===== config.mk =====
export PLATFORM = sky130hd
export DESIGN_NAME = alu_cmd_driver
export DESIGN_NICKNAME = d
export VERILOG_FILES = /design/src/rtl/alu_cmd_driver.sv
export SDC_FILE = /design/constraint.sdc
export NUM_CORES = 1
export LEC_CHECK = 0
export CAP_MARGIN = 10
export CORE_MARGIN = 3
export CORE_UTILIZATION = 58
export DETAILED_ROUTE_END_ITERATION = 6
export GPL_ROUTABILITY_DRIVEN = 0
export PLACE_DENSITY = 0.86
export SETUP_SLACK_MARGIN = 0.02
export SYNTH_ARGS = -nofsm -noshare
export SYNTH_HDL_FRONTEND = slang
export SYNTH_SLANG_ARGS = --single-unit
export TNS_END_PERCENT = 1

===== constraint.sdc =====
create_clock -name clk -period 7.81 [get_ports clk]
set_clock_uncertainty 0.15 [all_clocks]
set_input_delay 2.343 -clock clk [delete_from_list [all_inputs] [get_ports clk]]
set_output_delay 2.343 -clock clk [all_outputs]
set_load 0.03 [all_outputs]

===== src/rtl/alu_cmd_driver.sv =====
// Command-side sequencer for the 3-bit ALU: register operands, wait settle time, queue tagged results.
// Optional result self-check enabled by defining ALU_CMD_DRIVER_CHECK_EN.
//   state   | meaning
//   IDLE    | no command in flight; accepts when the response FIFO has room
//   WAIT    | operands driven to the ALU, settle counter running down to sample
module alu_cmd_driver #(
  parameter int SETTLE_CYCLES = 1,
  parameter int RSP_DEPTH     = 4
) (
  input  logic       clk,
  input  logic       rst_n,
  input  logic       cmd_valid,
  output logic       cmd_ready,
  input  logic [2:0] cmd_a,
  input  logic [2:0] cmd_b,
  input  logic [2:0] cmd_op,
  output logic [2:0] alu_a,
  output logic [2:0] alu_b,
  output logic [2:0] alu_op,
  input  logic [4:0] alu_out,
  output logic       rsp_valid,
  input  logic       rsp_ready,
  output logic [4:0] rsp_data,
  output logic [2:0] rsp_op,
  output logic       rsp_err,
  output logic       rsp_mismatch
);

  localparam int PW = (RSP_DEPTH > 1) ? $clog2(RSP_DEPTH) : 1;
  localparam int CW = PW + 1;
  localparam logic [3:0] CNT_LOAD = 4'(SETTLE_CYCLES - 1);

  typedef enum logic {ST_IDLE, ST_WAIT} state_t;

  state_t        state_q, state_d;
  logic [3:0]    cnt_q, cnt_d;
  logic [2:0]    a_q, a_d, b_q, b_d, op_q, op_d;
  logic [PW-1:0] wr_ptr_q, wr_ptr_d, rd_ptr_q, rd_ptr_d;
  logic [CW-1:0] count_q, count_d;
  logic [4:0]    data_mem_q [RSP_DEPTH];
  logic [4:0]    data_mem_d [RSP_DEPTH];
  logic [2:0]    op_mem_q   [RSP_DEPTH];
  logic [2:0]    op_mem_d   [RSP_DEPTH];
  logic          err_mem_q  [RSP_DEPTH];
  logic          err_mem_d  [RSP_DEPTH];

  logic accept, push, pop, div_zero;

  assign cmd_ready = (state_q == ST_IDLE) && (count_q < CW'(RSP_DEPTH));
  assign accept    = cmd_valid && cmd_ready;
  assign push      = (state_q == ST_WAIT) && (cnt_q == 4'd0);
  assign rsp_valid = (count_q != '0);
  assign pop       = rsp_valid && rsp_ready;
  assign div_zero  = ((op_q == 3'b011) || (op_q == 3'b100)) && (b_q == 3'd0);

  assign alu_a    = a_q;
  assign alu_b    = b_q;
  assign alu_op   = op_q;
  assign rsp_data = data_mem_q[rd_ptr_q];
  assign rsp_op   = op_mem_q[rd_ptr_q];
  assign rsp_err  = err_mem_q[rd_ptr_q];

  always_comb begin
    state_d = state_q;
    cnt_d   = cnt_q;
    a_d     = a_q;
    b_d     = b_q;
    op_d    = op_q;
    case (state_q)
      ST_IDLE: begin
        if (accept) begin
          a_d     = cmd_a;
          b_d     = cmd_b;
          op_d    = cmd_op;
          cnt_d   = CNT_LOAD;
          state_d = ST_WAIT;
        end
      end
      ST_WAIT: begin
        if (cnt_q == 4'd0) state_d = ST_IDLE;
        else               cnt_d   = cnt_q - 4'd1;
      end
      default: state_d = ST_IDLE;
    endcase
  end

  always_comb begin
    wr_ptr_d   = wr_ptr_q;
    rd_ptr_d   = rd_ptr_q;
    count_d    = count_q;
    data_mem_d = data_mem_q;
    op_mem_d   = op_mem_q;
    err_mem_d  = err_mem_q;
    if (push) begin
      data_mem_d[wr_ptr_q] = div_zero ? 5'd0 : alu_out;
      op_mem_d[wr_ptr_q]   = op_q;
      err_mem_d[wr_ptr_q]  = div_zero;
      wr_ptr_d             = wr_ptr_q + PW'(1);
    end
    if (pop) rd_ptr_d = rd_ptr_q + PW'(1);
    case ({push, pop})
      2'b10:   count_d = count_q + CW'(1);
      2'b01:   count_d = count_q - CW'(1);
      default: count_d = count_q;
    endcase
  end

  always_ff @(posedge clk or negedge rst_n) begin
    if (!rst_n) begin
      state_q  <= ST_IDLE;
      cnt_q    <= '0;
      a_q      <= '0;
      b_q      <= '0;
      op_q     <= '0;
      wr_ptr_q <= '0;
      rd_ptr_q <= '0;
      count_q  <= '0;
      for (int i = 0; i < RSP_DEPTH; i++) begin
        data_mem_q[i] <= '0;
        op_mem_q[i]   <= '0;
        err_mem_q[i]  <= 1'b0;
      end
    end else begin
      state_q    <= state_d;
      cnt_q      <= cnt_d;
      a_q        <= a_d;
      b_q        <= b_d;
      op_q       <= op_d;
      wr_ptr_q   <= wr_ptr_d;
      rd_ptr_q   <= rd_ptr_d;
      count_q    <= count_d;
      data_mem_q <= data_mem_d;
      op_mem_q   <= op_mem_d;
      err_mem_q  <= err_mem_d;
    end
  end

`ifdef ALU_CMD_DRIVER_CHECK_EN
  // Reference model uses zero-extended 5-bit operands so wrap matches the ALU.
  logic [4:0] exp_res, ea, eb;
  logic       mm_mem_q [RSP_DEPTH];
  logic       mm_mem_d [RSP_DEPTH];

  always_comb begin
    ea = {2'b00, a_q};
    eb = {2'b00, b_q};
    exp_res = 5'd0;
    case (op_q)
      3'b000: exp_res = ea + eb;
      3'b001: exp_res = ea - eb;
      3'b010: exp_res = ea * eb;
      3'b011: exp_res = (eb != 5'd0) ? ea / eb : 5'd0;
      3'b100: exp_res = (eb != 5'd0) ? ea % eb : 5'd0;
      3'b101: exp_res = ea & eb;
      3'b110: exp_res = ea | eb;
      3'b111: exp_res = ea ^ eb;
      default: exp_res = 5'd0;
    endcase
  end

  always_comb begin
    mm_mem_d = mm_mem_q;
    if (push) mm_mem_d[wr_ptr_q] = !div_zero && (alu_out != exp_res);
  end

  always_ff @(posedge clk or negedge rst_n) begin
    if (!rst_n) begin
      for (int i = 0; i < RSP_DEPTH; i++) mm_mem_q[i] <= 1'b0;
    end else begin
      mm_mem_q <= mm_mem_d;
    end
  end

  assign rsp_mismatch = mm_mem_q[rd_ptr_q];
`else
  assign rsp_mismatch = 1'b0;
`endif

endmodule


== Yosys cells after proc, flatten, opt, wreduce, memory -nomap -nowiden ==
Index checks and enable logic that the tools add are counted.

* Bits in registers: 57
* Bits of input ports: 18
* Output and inout bits: 21
* Word-level logic and storage cells: 77

* Add/subtract/negate cells: 5
* $lt $le $gt $ge: 4
* Equality and inequality tests: 6
* Muxes and demuxes: 26
* Bitwise logic cells: 3
* Reduce and logical (&&, ||, !) cells: 13

{| class="wikitable"
|+ Operators with widths
! cell !! count
|-
| bitwise mux 20 bit || 1
|-
| two-way mux 5 bit || 4
|-
| bitwise mux 12 bit || 1
|-
| binary-select mux 5 bit (select 2 bit) || 1
|-
| demux 5 bit (select 2 bit) || 1
|-
| two-way mux 3 bit || 3
|-
| two-way mux 4 bit || 2
|-
| case mux 4 bit (2 select lines) || 1
|-
| binary-select mux 3 bit (select 2 bit) || 1
|-
| demux 3 bit (select 2 bit) || 1
|-
| >= comparator 3 bit (second input constant) || 2
|-
| logical AND 1 bit || 6
|-
| inverter 2 -> 3 bit || 2
|-
| case mux 3 bit (2 select lines) || 1
|-
| two-way mux 1 bit || 5
|-
| adder 2 x 1 -> 2 bit (second input constant) || 2
|-
| bitwise mux 4 bit || 1
|-
| logical NOT 4 bit || 1
|-
| != test 2 bit (second input constant) || 2
|-
| AND reduction 2 bit || 2
|-
| subtractor 4 x 1 -> 4 bit (second input constant) || 1
|-
| adder 3 x 1 -> 3 bit (second input constant) || 1
|-
| == test 3 x 2 -> 1 bit (second input constant) || 1
|-
| == test 3 bit (second input constant) || 1
|-
| other kinds (13) || 13
|}

== Longest topological paths before layout ==
* Depth in word-level cells: 6
* Depth in mapped cells: 12
* Depth with buffers taken out: 10

== Least setup slack after synthesis ==
OpenSTA, ideal clock, no wires.

* Kind: reg2out
* From: register rd_ptr_q[0]
* To: output port rsp_data[0]
* Data arrival time: 1.256 ns
* Required time: 5.317 ns
* Setup slack: 4.061 ns
* Stages on the path, launching flop included: 3
* Path buffers: 1
* Path through: dfrtp_1 > buf_2 > mux4_2

* Word-level cells in the longest chain between the ends: 4

{| class="wikitable"
|+ Ends and longest elaborated chain
! element !! RTL line !! text
|-
| from (decl) || 38 || <nowiki>logic [PW-1:0] wr_ptr_q, wr_ptr_d, rd_ptr_q, rd_ptr_d;</nowiki>
|-
| from (signal assigned) || 130 || <nowiki>rd_ptr_q <= rd_ptr_d;</nowiki>
|-
| inverter 2 -> 3 bit (implied by the code) || 59 || <nowiki>assign rsp_data = data_mem_q[rd_ptr_q];</nowiki>
|-
| binary-select mux 5 bit (select 2 bit) || 59 ||
|-
| two-way mux 5 bit (implied by the code) (2 in a row) || 59 ||
|-
| to (decl) || 23 || <nowiki>output logic [4:0] rsp_data,</nowiki>
|}

No other way between the ends. The select of a mux whose other input is x is not followed.

== Final worst setup path ==
* From: register rd_ptr_q[0]
* To: output port rsp_op[2]

* Word-level cells in the longest chain between the ends: 4

{| class="wikitable"
|+ Ends and longest elaborated chain
! element !! RTL line !! text
|-
| inverter 2 -> 3 bit (implied by the code) || 60 || <nowiki>assign rsp_op = op_mem_q[rd_ptr_q];</nowiki>
|-
| binary-select mux 3 bit (select 2 bit) || 60 ||
|-
| two-way mux 3 bit (implied by the code) (2 in a row) || 60 ||
|-
| to (decl) || 24 || <nowiki>output logic [2:0] rsp_op,</nowiki>
|}

No other way between the ends. The select of a mux whose other input is x is not followed.

==> results.toml <==
[outcome]
status = "complete, no violations"

[logic_synthesis]
async_flop_share = 1.000
synth_top_cell_area_share = 0.5352
synth_top_area_cell = "dfrtp_1"
synth_ff_type = "dfrtp_1"
yosysWarnings = 0
synth-edff-count = 0
synthesis.area_sq_um = 2665
syn_avg_cell_area_sq_um = 13.67
yosysMostFrequentCell = "dfrtp_1"
synthCells = 195
ys_top_cells_by_count = "57 x dfrtp_1, 21 x mux2_2, 21 x nand3_1"
synth.ff_latch_count = 57
synthesis.nets = 220
yosysUniqueCellTypes = 34
yosysSeqAreaShare = 0.5352
synthTopCellsByArea = "dfrtp_1 54%, mux2_2 8.9%, mux4_2 7.6%"

[floorplan]
die_area_sq_um = 5444
start_util = 0.6079
coreArea_sq_um = 4384
rows = 24
io_pins = 39
die_w_um = 73.79
die_y_um = 73.79

[setup_path]
crit_path_end_kind = "primary output"
cp_cell_sequence = "mux4_2, clkdlybuf4s50_1"
critPathBufInv = 1
worst_path_max_delay_cell = "dfrtp_1"
worst_ep_arrival_time_ns = 2.34
cp-startpoint = "rd_ptr_q[0]$_DFFE_PN0P_"
cp.depth = 2
cp_max_fo = 11
cpPeakStageDelay_ns = 0.79
cp-start-kind = "register"
worst-setup-path-type = "register to primary output"
ff2ff_path_depth = 10
worstPathRequired_ns = 5.32
cp_top_family = "flip-flops"
rr_startpoint = "cnt_q[0]$_DFFE_PN0P_"

[timing]
rsz0062_at_grt = "no"
finalSetupViolations = 0
final_max_slew_viol_count = 0
worstMarginPinSlew_ns = 0.7121
finalSetupTns_ns = 0
finalWorstSetupSlack_ns = 2.982
finalHoldViolCount = 0
max_freq_mhz = 207.1
min_period_over_period = 0.6182
min_period_ns = 4.828
slew_headroom = 0.5253

[drt]
drc = 0
num_vias = 1788
viasPerCell = 6.123
drt_wl_total_um = 5632
routedWlPerCell_um = 19.29
dr.first_iter.drc_count = 169
drt-pass1-iter-count = 4
ant_nets = 0

[hold_path]
min_from = "err_mem_q[3]$_DFFE_PN0P_"
hold_path_class = "register to register"
worstHoldPathCells = 1

[global_routing]
grt_max_degree = 58
grt_pass1_wl_um = 9259
track_usage = 0.2312
grt_pass1_vias = 1905
grt_overflow = 0
antenna_found_initial = 0

[power_and_ir_drop]
power_frac_comb = 0.436
p_int_mw = 0.9834
power_density_nw_per_um2 = 478.3
ir_worst_vdd_mv = 0.2932
power.leakage_nw = 1.387
pwr-share-clk = 0.203
p_sw_mw = 0.5882
pwr-share-seq = 0.362
sw_frac_of_total = 0.3742

[layout]
area_delta_synth_final_pct = 23.29
antenna_cells = 0
stdcell_area_sq_um = 3286
multi_input_area_sq_um = 1147
final_nets = 261
nFillCells = 302
drive_gt1_frac = 0.2333
seq_area_sq_um = 1426

[clocking]
cts_resized = 0
postCtsSetupBuffers = 0
cts_buffers = 9
cts_max_path_buffers = 2
insertion_delay_ns = 0.33
cts_sinks = 57
htree_levels = 3
cts_tree = "built"
clk_pin_slew_ns = 0.06
clock-root-buffer = "clkbuf_8"
cts_hold_buffers = 0

[placed_design]
placed_area_sq_um = 3057
hpwlAfterDp_um = 3521
portBuffers = 37
preCtsSetupSlack_ns = 3.341

[run]
cap_violations = 0
[metrics by stage]
step,utilization,std cells,total power [mW],hold slack [ns]
3_3_place_gp,0.6972,277,1.222,0.3175
3_5_place_dp,0.6972,277,1.253,0.3223
5_1_grt,0.7494,292,1.656,0.3576
6_report,0.7494,292,1.572,0.3388
2_1_floorplan,-,195,1.022,0.3009
4_1_cts,0.7494,292,1.579,0.3419
[layer usage]
layer  vias to the layer above  track usage  part of all wire
li1                        794            -                 -
met1                       925       0.2955              0.42
met2                        57       0.3819              0.52
met3                        12      0.04514             0.037
met4                         0       0.1006             0.018
met5                         -            0                 0
[path summary, 6_finish.rpt]
kind                                                  end  slack (ns)
worst max register to register     count_q[2]$_DFFE_PN0P_        5.20
worst min-delay path             err_mem_q[3]$_DFFE_PN0P_        0.34
max in group asynchronous          count_q[2]$_DFFE_PN0P_        5.04
worst max-delay path                            rsp_op[2]        2.98
worst min register to register   err_mem_q[3]$_DFFE_PN0P_        0.34
min in group asynchronous       data_mem_q[4]$_DFFE_PN0P_        2.00
[cell families after synthesis]
family                     synth area share
muxes                                0.1854
AOI/OAI and AO/OA                    0.1009
and+or+nand+nor                     0.08732
buffers and inverters               0.03427
DFF                                  0.5352
xor gates and xnor gates            0.01972
other                              0.001407
adders and majority gates           0.03568
[registers in the layout, summed over array words and instances (netlist names)]
register and count:
wr_ptr_q 2, rd_ptr_q 2, alu_b 3, count_q 3
alu_a 3, data_mem_q 20, alu_op 3, cnt_q 4
err_mem_q 4, state_q 1, op_mem_q 12
[power groups by stage]
stage                     registers, mW  logic, mW  clock network (mW)
after detailed placement          0.568      0.685                   0
after floorplan                   0.554      0.468                   0
final                             0.569      0.685               0.318
after CTS                         0.568      0.691               0.320
after global placement            0.559      0.663                   0
after global routing              0.589      0.738               0.330
[cells in the final DEF, fill, tap and decap left out, drive strengths merged]
master,n
nand2,9
xor2,3
mux2i,1
o31a,1
clkdlybuf4s50,36
nor3b,1
nand4b,1
nor2,4
bufinv,2
a21o,1
o2bb2ai,20
nor4b,1
or3b,2
xnor2,3
ha,6
conb,1
nand3b,2
and4bb,1
clkbuf,13
o21ai,4
buf,4
a2111oi,1
nand3,21
dfrtp,57
a21oi,1
or3,1
inv,8
fa,1
mux2,25
mux4,9
[cell type report]
class,instances,area share
Multi-Input combinational cell,120,0.3492
Clock inverter,2,0.01828
Tap cell,52,0.01980
Clock buffer,13,0.05141
Timing Repair Buffer,40,0.1181
Sequential cell,57,0.4341
Inverter,8,0.009139
Power figures use the tool's default switching activity.
